<file path="config.mk">
export PLATFORM = sky130hd
export DESIGN_NAME = random_event_scheduler
export DESIGN_NICKNAME = d
export VERILOG_FILES = /design/src/rtl/random_event_pkg.sv /design/src/rtl/lfsr_prng.sv /design/src/rtl/random_event_scheduler.sv
export SDC_FILE = /design/constraint.sdc
export NUM_CORES = 1
export LEC_CHECK = 0
export CAP_MARGIN = 20
export CORE_UTILIZATION = 55
export CTS_CLUSTER_SIZE = 14
export DETAILED_ROUTE_END_ITERATION = 6
export GPL_ROUTABILITY_DRIVEN = 1
export PLACE_DENSITY_LB_ADDON = 0.1
export SLEW_MARGIN = 20
export SYNTH_ARGS = -nofsm -noshare
export SYNTH_HDL_FRONTEND = slang
export SYNTH_HIERARCHICAL = 1
export SYNTH_SLANG_ARGS = --single-unit
</file>
<file path="constraint.sdc">
create_clock -name clk -period 2.7 [get_ports clk]
set_input_delay 0.405 -clock clk [delete_from_list [all_inputs] [get_ports clk]]
set_output_delay 0.405 -clock clk [all_outputs]
set_load 0.01 [all_outputs]
</file>
<file path="src/rtl/random_event_pkg.sv">
// random_event_pkg
//   Shared definitions for the random event scheduler: the scheduler state
//   encoding, the PRNG width and feedback taps, and the default PRNG seed.
//   No ports (package).
package random_event_pkg;

  typedef enum logic [1:0] {
    ST_LOAD  = 2'd0,
    ST_COUNT = 2'd1,
    ST_FIRE  = 2'd2
  } sched_state_e;

  localparam int          LFSR_W            = 32;
  // Taps 32,22,2,1 expressed as a mask over bits [31],[21],[1],[0].
  localparam logic [31:0] LFSR_TAPS         = 32'h8020_0003;
  localparam logic [31:0] LFSR_SEED_DEFAULT = 32'h1234_5678;

endpackage

</file>
<file path="src/rtl/lfsr_prng.sv">
// lfsr_prng
//   Free-running Fibonacci LFSR, shifting left with the XOR of the tapped bits
//   fed into bit 0. Advances every clock while out of reset.
// Ports
//   clk    in   1      clock
//   rst_n  in   1      async active-low reset, loads SEED
//   value  out  WIDTH  current LFSR contents
module lfsr_prng
  import random_event_pkg::*;
#(
  parameter int               WIDTH = LFSR_W,
  parameter logic [WIDTH-1:0] SEED  = WIDTH'(LFSR_SEED_DEFAULT),
  parameter logic [WIDTH-1:0] TAPS  = WIDTH'(LFSR_TAPS)
) (
  input  logic             clk,
  input  logic             rst_n,
  output logic [WIDTH-1:0] value
);

  always_ff @(posedge clk or negedge rst_n) begin
    if (!rst_n) begin
      value <= SEED;
    end else begin
      value <= {value[WIDTH-2:0], ^(value & TAPS)};
    end
  end

endmodule

</file>
<file path="src/rtl/random_event_scheduler.sv">
// random_event_scheduler
//   Waits a pseudo-random number of cycles in [MIN_TIME, MIN_TIME+2^SPAN_LOG2-1]
//   (counting only while the game phase is in PHASE_MASK and no event is
//   active), then emits a one-cycle pulse on one enabled event channel.
//   Optional build macro: RANDOM_EVENT_NO_REPEAT_EN -- when defined, the
//   channel fired last is skipped during the channel search unless it is the
//   only enabled one.
// Ports
//   clk            in   1               clock
//   rst_n          in   1               async active-low reset
//   current_state  in   STATE_W         phase from the game FSM
//   event_active   in   1               high while any event handler runs
//   ev_enable      in   NUM_EV          per-channel enable, sampled in FIRE
//   trig           out  NUM_EV          one-hot, one-cycle trigger pulse
//   trig_id        out  clog2(NUM_EV)   index of the last fired channel
//   armed          out  1               high while counting
//
// state  | meaning
// LOAD   | draw a new target from the PRNG, clear the timer
// COUNT  | timer advances while run is high, holds otherwise
// FIRE   | pick a channel and pulse it; parks here while no channel is enabled
module random_event_scheduler
  import random_event_pkg::*;
#(
  parameter int                        NUM_EV     = 4,
  parameter int                        CNT_W      = 32,
  parameter int                        STATE_W    = 3,
  parameter logic [(1<<STATE_W)-1:0]   PHASE_MASK = 8'b0001_1010,
  parameter int unsigned               MIN_TIME   = 250_000_000,
  parameter int                        SPAN_LOG2  = 29,
  parameter logic [LFSR_W-1:0]         LFSR_SEED  = LFSR_SEED_DEFAULT
) (
  input  logic                      clk,
  input  logic                      rst_n,
  input  logic [STATE_W-1:0]        current_state,
  input  logic                      event_active,
  input  logic [NUM_EV-1:0]         ev_enable,
  output logic [NUM_EV-1:0]         trig,
  output logic [$clog2(NUM_EV)-1:0] trig_id,
  output logic                      armed
);

  localparam int ID_W = $clog2(NUM_EV);

  if (NUM_EV < 2 || NUM_EV > 8) begin : g_chk_num_ev
    $error("random_event_scheduler: NUM_EV must be 2..8");
  end
  if (SPAN_LOG2 < 1 || SPAN_LOG2 > LFSR_W) begin : g_chk_span
    $error("random_event_scheduler: SPAN_LOG2 out of range");
  end
  if (CNT_W < 64 &&
      (64'(MIN_TIME) + (64'd1 << SPAN_LOG2)) >= (64'd1 << CNT_W)) begin : g_chk_window
    $error("random_event_scheduler: delay window does not fit in CNT_W");
  end

  logic [LFSR_W-1:0] lfsr;
  sched_state_e      state;
  logic [CNT_W-1:0]  timer;
  logic [CNT_W-1:0]  target;
  logic              run;
  logic [ID_W-1:0]   cand;
  logic [ID_W-1:0]   pick;
  logic              found;
  logic [NUM_EV-1:0] en_eff;

  lfsr_prng #(
    .WIDTH (LFSR_W),
    .SEED  (LFSR_SEED),
    .TAPS  (LFSR_TAPS)
  ) u_prng (
    .clk   (clk),
    .rst_n (rst_n),
    .value (lfsr)
  );

  assign run  = PHASE_MASK[current_state] && !event_active;
  assign cand = ID_W'(32'(lfsr[7:0]) % NUM_EV);

`ifdef RANDOM_EVENT_NO_REPEAT_EN
  logic [NUM_EV-1:0] not_last;
  assign not_last = ev_enable & ~(NUM_EV'(1) << trig_id);
  // Fall back to the full enable set so a lone enabled channel can still repeat.
  assign en_eff   = (not_last != '0) ? not_last : ev_enable;
`else
  assign en_eff   = ev_enable;
`endif

  // Round-robin search starting at cand; first enabled channel wins.
  always_comb begin
    logic [ID_W:0] sum;
    found = 1'b0;
    pick  = '0;
    sum   = '0;
    for (int i = 0; i < NUM_EV; i++) begin
      sum = {1'b0, cand} + (ID_W+1)'(i);
      if (sum >= (ID_W+1)'(NUM_EV)) begin
        sum = sum - (ID_W+1)'(NUM_EV);
      end
      if (!found && en_eff[sum[ID_W-1:0]]) begin
        found = 1'b1;
        pick  = sum[ID_W-1:0];
      end
    end
  end

  always_ff @(posedge clk or negedge rst_n) begin
    if (!rst_n) begin
      state   <= ST_LOAD;
      timer   <= '0;
      target  <= CNT_W'(MIN_TIME);
      trig    <= '0;
      trig_id <= '0;
      armed   <= 1'b0;
    end else begin
      trig <= '0;
      case (state)
        ST_LOAD: begin
          target <= CNT_W'(MIN_TIME) + CNT_W'(lfsr[SPAN_LOG2-1:0]);
          timer  <= '0;
          armed  <= 1'b1;
          state  <= ST_COUNT;
        end
        ST_COUNT: begin
          // Out of the phase mask or during an event the timer simply holds.
          if (run) begin
            if (timer != '1) begin
              timer <= timer + CNT_W'(1);
            end
            if (timer >= target) begin
              armed <= 1'b0;
              state <= ST_FIRE;
            end
          end
        end
        ST_FIRE: begin
          // run is ignored here: the decision to fire was already taken.
          if (found) begin
            trig    <= NUM_EV'(1) << pick;
            trig_id <= pick;
            state   <= ST_LOAD;
          end
        end
        default: begin
          armed <= 1'b0;
          state <= ST_LOAD;
        end
      endcase
    end
  end

endmodule

</file>
Word-level counts from Yosys, hierarchy flattened. Memory sizes are Yosys's and may differ from the RTL's. Cells that the tools add are included.

Bits in read-only memories: 8. Output and inout port bits: 7. Input bits: 10. Memories: 1. Register bits after elaboration: 105. Word-level logic and storage cells: 84.

Memories: (name not given) (depth 8, bits a word 1, read ports 1, clocked after Yosys merged registers in 0, write ports 0, RTL line random_event_scheduler.sv:76) `assign run = PHASE_MASK[current_state] && !event_active;`.

Equality and inequality tests: 7. Mux-type cells: 33. Bitwise operators: 1. $lt $le $gt $ge: 10. Reduce and logical (&&, ||, !) cells: 15. $add $sub $neg: 9. Shifts and indexed selects: 1.

Operator list (number): 32-bit two-way mux (2); 32-bit one-hot mux with 2 select lines (1); 32-bit by 1-bit adder with 32-bit output (second input constant) (1); 32-bit greater-or-equal comparator (1); 32-bit != test (second input constant) (1); 32-bit XOR reduction (1); 28-bit by 29-bit adder with 30-bit output (first input constant) (1); 2-bit two-way mux (11); 2-bit by 3-bit < comparator with 1-bit output (second input constant) (4); 1-bit two-way mux (11); 3-bit greater-or-equal comparator (second input constant) (3); 3-bit AND reduction (3); 1-bit binary-select mux with 2-bit select (4); 4-bit two-way mux (2); 2-bit != test (second input constant) (4); 2-bit by 1-bit subtractor with 2-bit output (second input constant) (4); 2-bit by 2-bit adder with 3-bit output (second input constant) (2); 2-bit one-hot mux with 3 select lines (1); 1-bit logical AND (4); 1-bit zero test (4); 3-bit by 4-bit < comparator with 1-bit output (second input constant) (1); 1-bit by 2-bit << shifter with 4-bit output (first input constant) (1); 2-bit by 1-bit adder with 3-bit output (second input constant) (1); 2-bit by 3-bit greater-or-equal comparator with 1-bit output (second input constant) (1); other kinds (7) (7).

Longest topological paths before layout.
Depth after elaboration: 17. Gate-level depth with buffers: 8. Mapped depth without buffers: 8.

Cells and area by module. The synthesis kept the hierarchy.

By module, submodules not included: random_event_scheduler (seq. area each 1793.0 um2, cells each 497, area each 4340.4 um2, instances 1); lfsr_prng (seq. area each 817.0 um2, cells each 35, area each 843.3 um2, instances 1).

Worst setup path after synthesis. Ideal clock, no wire load.

Path kind: reg-to-reg. From: register target[7]. To: register state[1]. Data required time: 2.580 ns. Slack: 0.765 ns. Library setup time: 0.120 ns. Period minus slack after synthesis: 1.935 ns. Path buffers: 0. Arrival: 1.815 ns. Stages on the path, launching flop included: 9. Cells stage by stage: dfstp_2 -> inv_1 -> ha_1 -> a21oi_1 -> a211oi_1 -> a2111o_1 -> a21oi_1 -> o2111ai_1 -> and3_1.

Longest elaborated chain between the ends: 3.

RTL lines: start, declared (RTL line random_event_scheduler.sv:59) `logic [CNT_W-1:0] target;`; start signal, assigned (RTL line random_event_scheduler.sv:110) `target <= CNT_W'(MIN_TIME);`; start signal, assigned (RTL line random_event_scheduler.sv:118) `target <= CNT_W'(MIN_TIME) + CNT_W'(lfsr[SPAN_LOG2-1:0]);`; 32-bit greater-or-equal comparator (RTL line random_event_scheduler.sv:129) `if (timer >= target) begin`; 2-bit != test (no source line); 3-bit AND reduction (no source line); end signal, assigned (RTL line random_event_scheduler.sv:131) `state <= ST_FIRE;`; end signal, assigned (RTL line random_event_scheduler.sv:140) `state <= ST_LOAD;`; end signal, assigned (RTL line random_event_scheduler.sv:145) `state <= ST_LOAD;`; end, declared (RTL line random_event_scheduler.sv:57) `sched_state_e state;`.

Every way passes these cells. A chain may end at the register's enable or synchronous reset.

Final worst setup path.
From: register u_prng.value[7]. To: register target[25].

Longest elaborated chain between the ends: 1.

RTL lines: start, declared (RTL line lfsr_prng.sv:17) `output logic [WIDTH-1:0] value`; start signal, assigned (RTL line lfsr_prng.sv:24) `value <= {value[WIDTH-2:0], ^(value & TAPS)};`; 28-bit by 29-bit adder with 30-bit output (RTL line random_event_scheduler.sv:118).

Every way passes these cells.

==> metrics.cfg <==
[sta]
setup_viol=0
min_period_ps=2290
setup-tns-final_ps=0
hold_viol_final=0
slew_headroom=0.586
timing.final.crit_share=0.850
skew_ps=17.0
grt_setup_unrepaired=false
fmax_mhz=436
worst_slew_pin_slew_ps=619
report.final.slew_viol_count=0

[drt]
post_drt_wl_per_cell_um=15.2
drt_iter0_markers=250
wirelength_um=10100
viasPerCell=5.60
firstDrtPassIters=4
vias=3735
drtAntennaViolNets=0
drc_errors=0

[pwr]
pwr_density_cell_nw_per_um2=649
leakage_nw=2.60
vdd_drop_max_mv=0.428

[yosys]
yosysWarnings=6
synth.most_common_cell=dfrtp_1
synth.largest_area_cell=dfrtp_1
syn_inst=532
synth_seq_cells=103
synthTopCellsByArea=dfrtp_1 37%, dfstp_2 13%, ha_1 7.7%, nand2_1 4.6%, o21ai_0 4.5%
ys.flop_type=dfrtp_1
synth_top_area_frac=0.372
yosysSeqAreaShare=0.503
synth_cell_types=49
synthArstFlopShare=1.00
synth.cell_area_um2=5180
synth_top_cells_by_count=77 x dfrtp_1, 63 x nand2_1, 50 x nor2_1, 47 x o21ai_0, 37 x inv_1
syn-num-nets=574
syn_area_per_cell_um2=9.74
synth-edff-count=0

[place]
gp_congestion=0.830
dp_cells=651
hpwl_um=7340
port_buffers=16

[floorplanning]
core_um2=9200
die_y_um=99.1
fp-row-count=35
ios=17
die_w_um=99.1
start_util=0.564
die-area_um2=9820

[worst_setup_path]
path_class=reg2reg
cp_slowest_cell=o311ai_1
crit_family=compound AO/OA/AOI/OAI gates
path_buf_inv=0
slowest_delay_ps=500
crit_arrival_ps=2590
cp_max_fo=4
r2r_cells=7
crit_cells=7
cp.required_ps=3000
cp-start-kind=flop
cp-end-kind=flop
worstPathCellList=ha_1 -> o211ai_1 -> a21oi_1 -> o311ai_1 -> a21boi_0 -> xor2_1 -> o21ai_0

[finish]
seq_area_um2=2610
diodes=0
syn_to_final_growth_pct=10.4
drive_gt1_frac=0.101
fin_nets=593
n_fill_cell=761
multiInputGateArea_um2=2390
layoutNonFillerInstCount=667

[min_path]
hold_class=in2async

[clock_network]
cts_setup_buffers=0
cts_buffers=9
numClockSinks=103
cts_hold_buffers=0
htreeDepth=3
cts_max_path_buffers=2
clk_latency_ps=380
cts_tree=yes
cts_resized=0
root_buffer=clkbuf_8
clkSlewWorstSetupHoldPaths_ps=110

[grt]
grt_max_degree=46
grt_overflow=0
grt.total_usage=0.231
grt_antenna_before_repair=0
grt_pass1_wl_um=17500
grt_pass1_vias=3652

[flow_run]
maxCapViolations=0

[outcome]
status=finished clean

==> worst reg2reg max path, delay by kind of cell, from the launching register on <==
kind	cells	cell delay, ps
flops	1	440
compound gates	5	1340
xor+xnor	1	170
fa+ha+maj	1	270
==> cells in the final DEF, fill, tap and decap left out, types with 3 or more instances in the layout <==
master and count:
dfrtp_1 77, nand2_1 63, nor2_1 49, o21ai_0 47, inv_1 37, ha_1 32
dfstp_2 26, xor2_1 25, a21oi_1 23, xnor2_1 19, nand4_1 16, nand3_1 15
clkdlybuf4s50_1 15, nor3_1 12, clkbuf_8 9, and3_1 8, or3_1 8, nand2b_1 6
a211oi_1 6, nor2b_1 5, and4_1 4, buf_4 4, o21a_1 3, o21bai_1 3
o2111ai_1 3, inv_6 3
==> metal layers <==
layer,up-vias,track usage,wire [µm]
li1,1878,-,-
met5,-,0,0
met1,1793,0.314,4840
met2,51,0.366,4760
met3,13,0.0667,345
met4,0,0.0588,191
==> sequential cells by signal, summed over array words and instances (netlist names) <==
| register | count |
|---|---|
| trig_id | 2 |
| target | 30 |
| state | 2 |
| trig | 4 |
| u_prng/value | 32 |
| armed | 1 |
| timer | 32 |
==> metrics by stage <==
stage / instance area, µm² / setup WS (ps) / util / hold WS [ps] / power, W
floorplan: 5180 / 765 / - / 109 / 0.00241
global placement: 5500 / 306 / 0.598 / 333 / 0.00262
detailed placement: 5500 / 238 / 0.598 / 338 / 0.00266
CTS: 5720 / 366 / 0.622 / 5.13 / 0.00376
global route: 5720 / 261 / 0.622 / 10.6 / 0.00396
finish: 5720 / 406 / 0.622 / 1.02 / 0.00372
==> cell families (layout without fill, tap and decap cells) <==
logic type,after synthesis,in the layout,share of synthesized area
AOI/OAI and AO/OA,107,107,0.125
adders and majority gates,32,32,0.0772
and+or+nand+nor,194,194,0.179
muxes,2,2,0.00410
buffers and inverters,50,74,0.0367
DFF,103,103,0.504
xor gates and xnor gates,44,44,0.0743
==> power breakdown <==
part	internal (W)	total (W)	switching, W
clock network	0.000532	0.00109	0.000553
logic	0.000304	0.000707	0.000402
registers	0.00178	0.00192	0.000147
total	0.00261	0.00372	0.00110
==> layout make-up <==
cell class / count / area share
clock buffer: 9 / 0.0216
sequential: 103 / 0.456
inverter: 37 / 0.0243
clock inverter: 7 / 0.0175
tap: 111 / 0.0243
multi-input combinational: 379 / 0.418
timing repair buffer: 21 / 0.0385
==> final timing paths <==
kind,start,endpoint,slack [ps]
max,u_prng/value[7],target[25],410
min,rst_n,timer[8],1
max reg2reg,u_prng/value[7],target[25],410
min reg2reg,u_prng/value[29],u_prng/value[30],360
max in group asynchronous,rst_n,u_prng/value[25],1980
min in group clk,u_prng/value[29],u_prng/value[30],360
(Power assumes the default switching activity.)
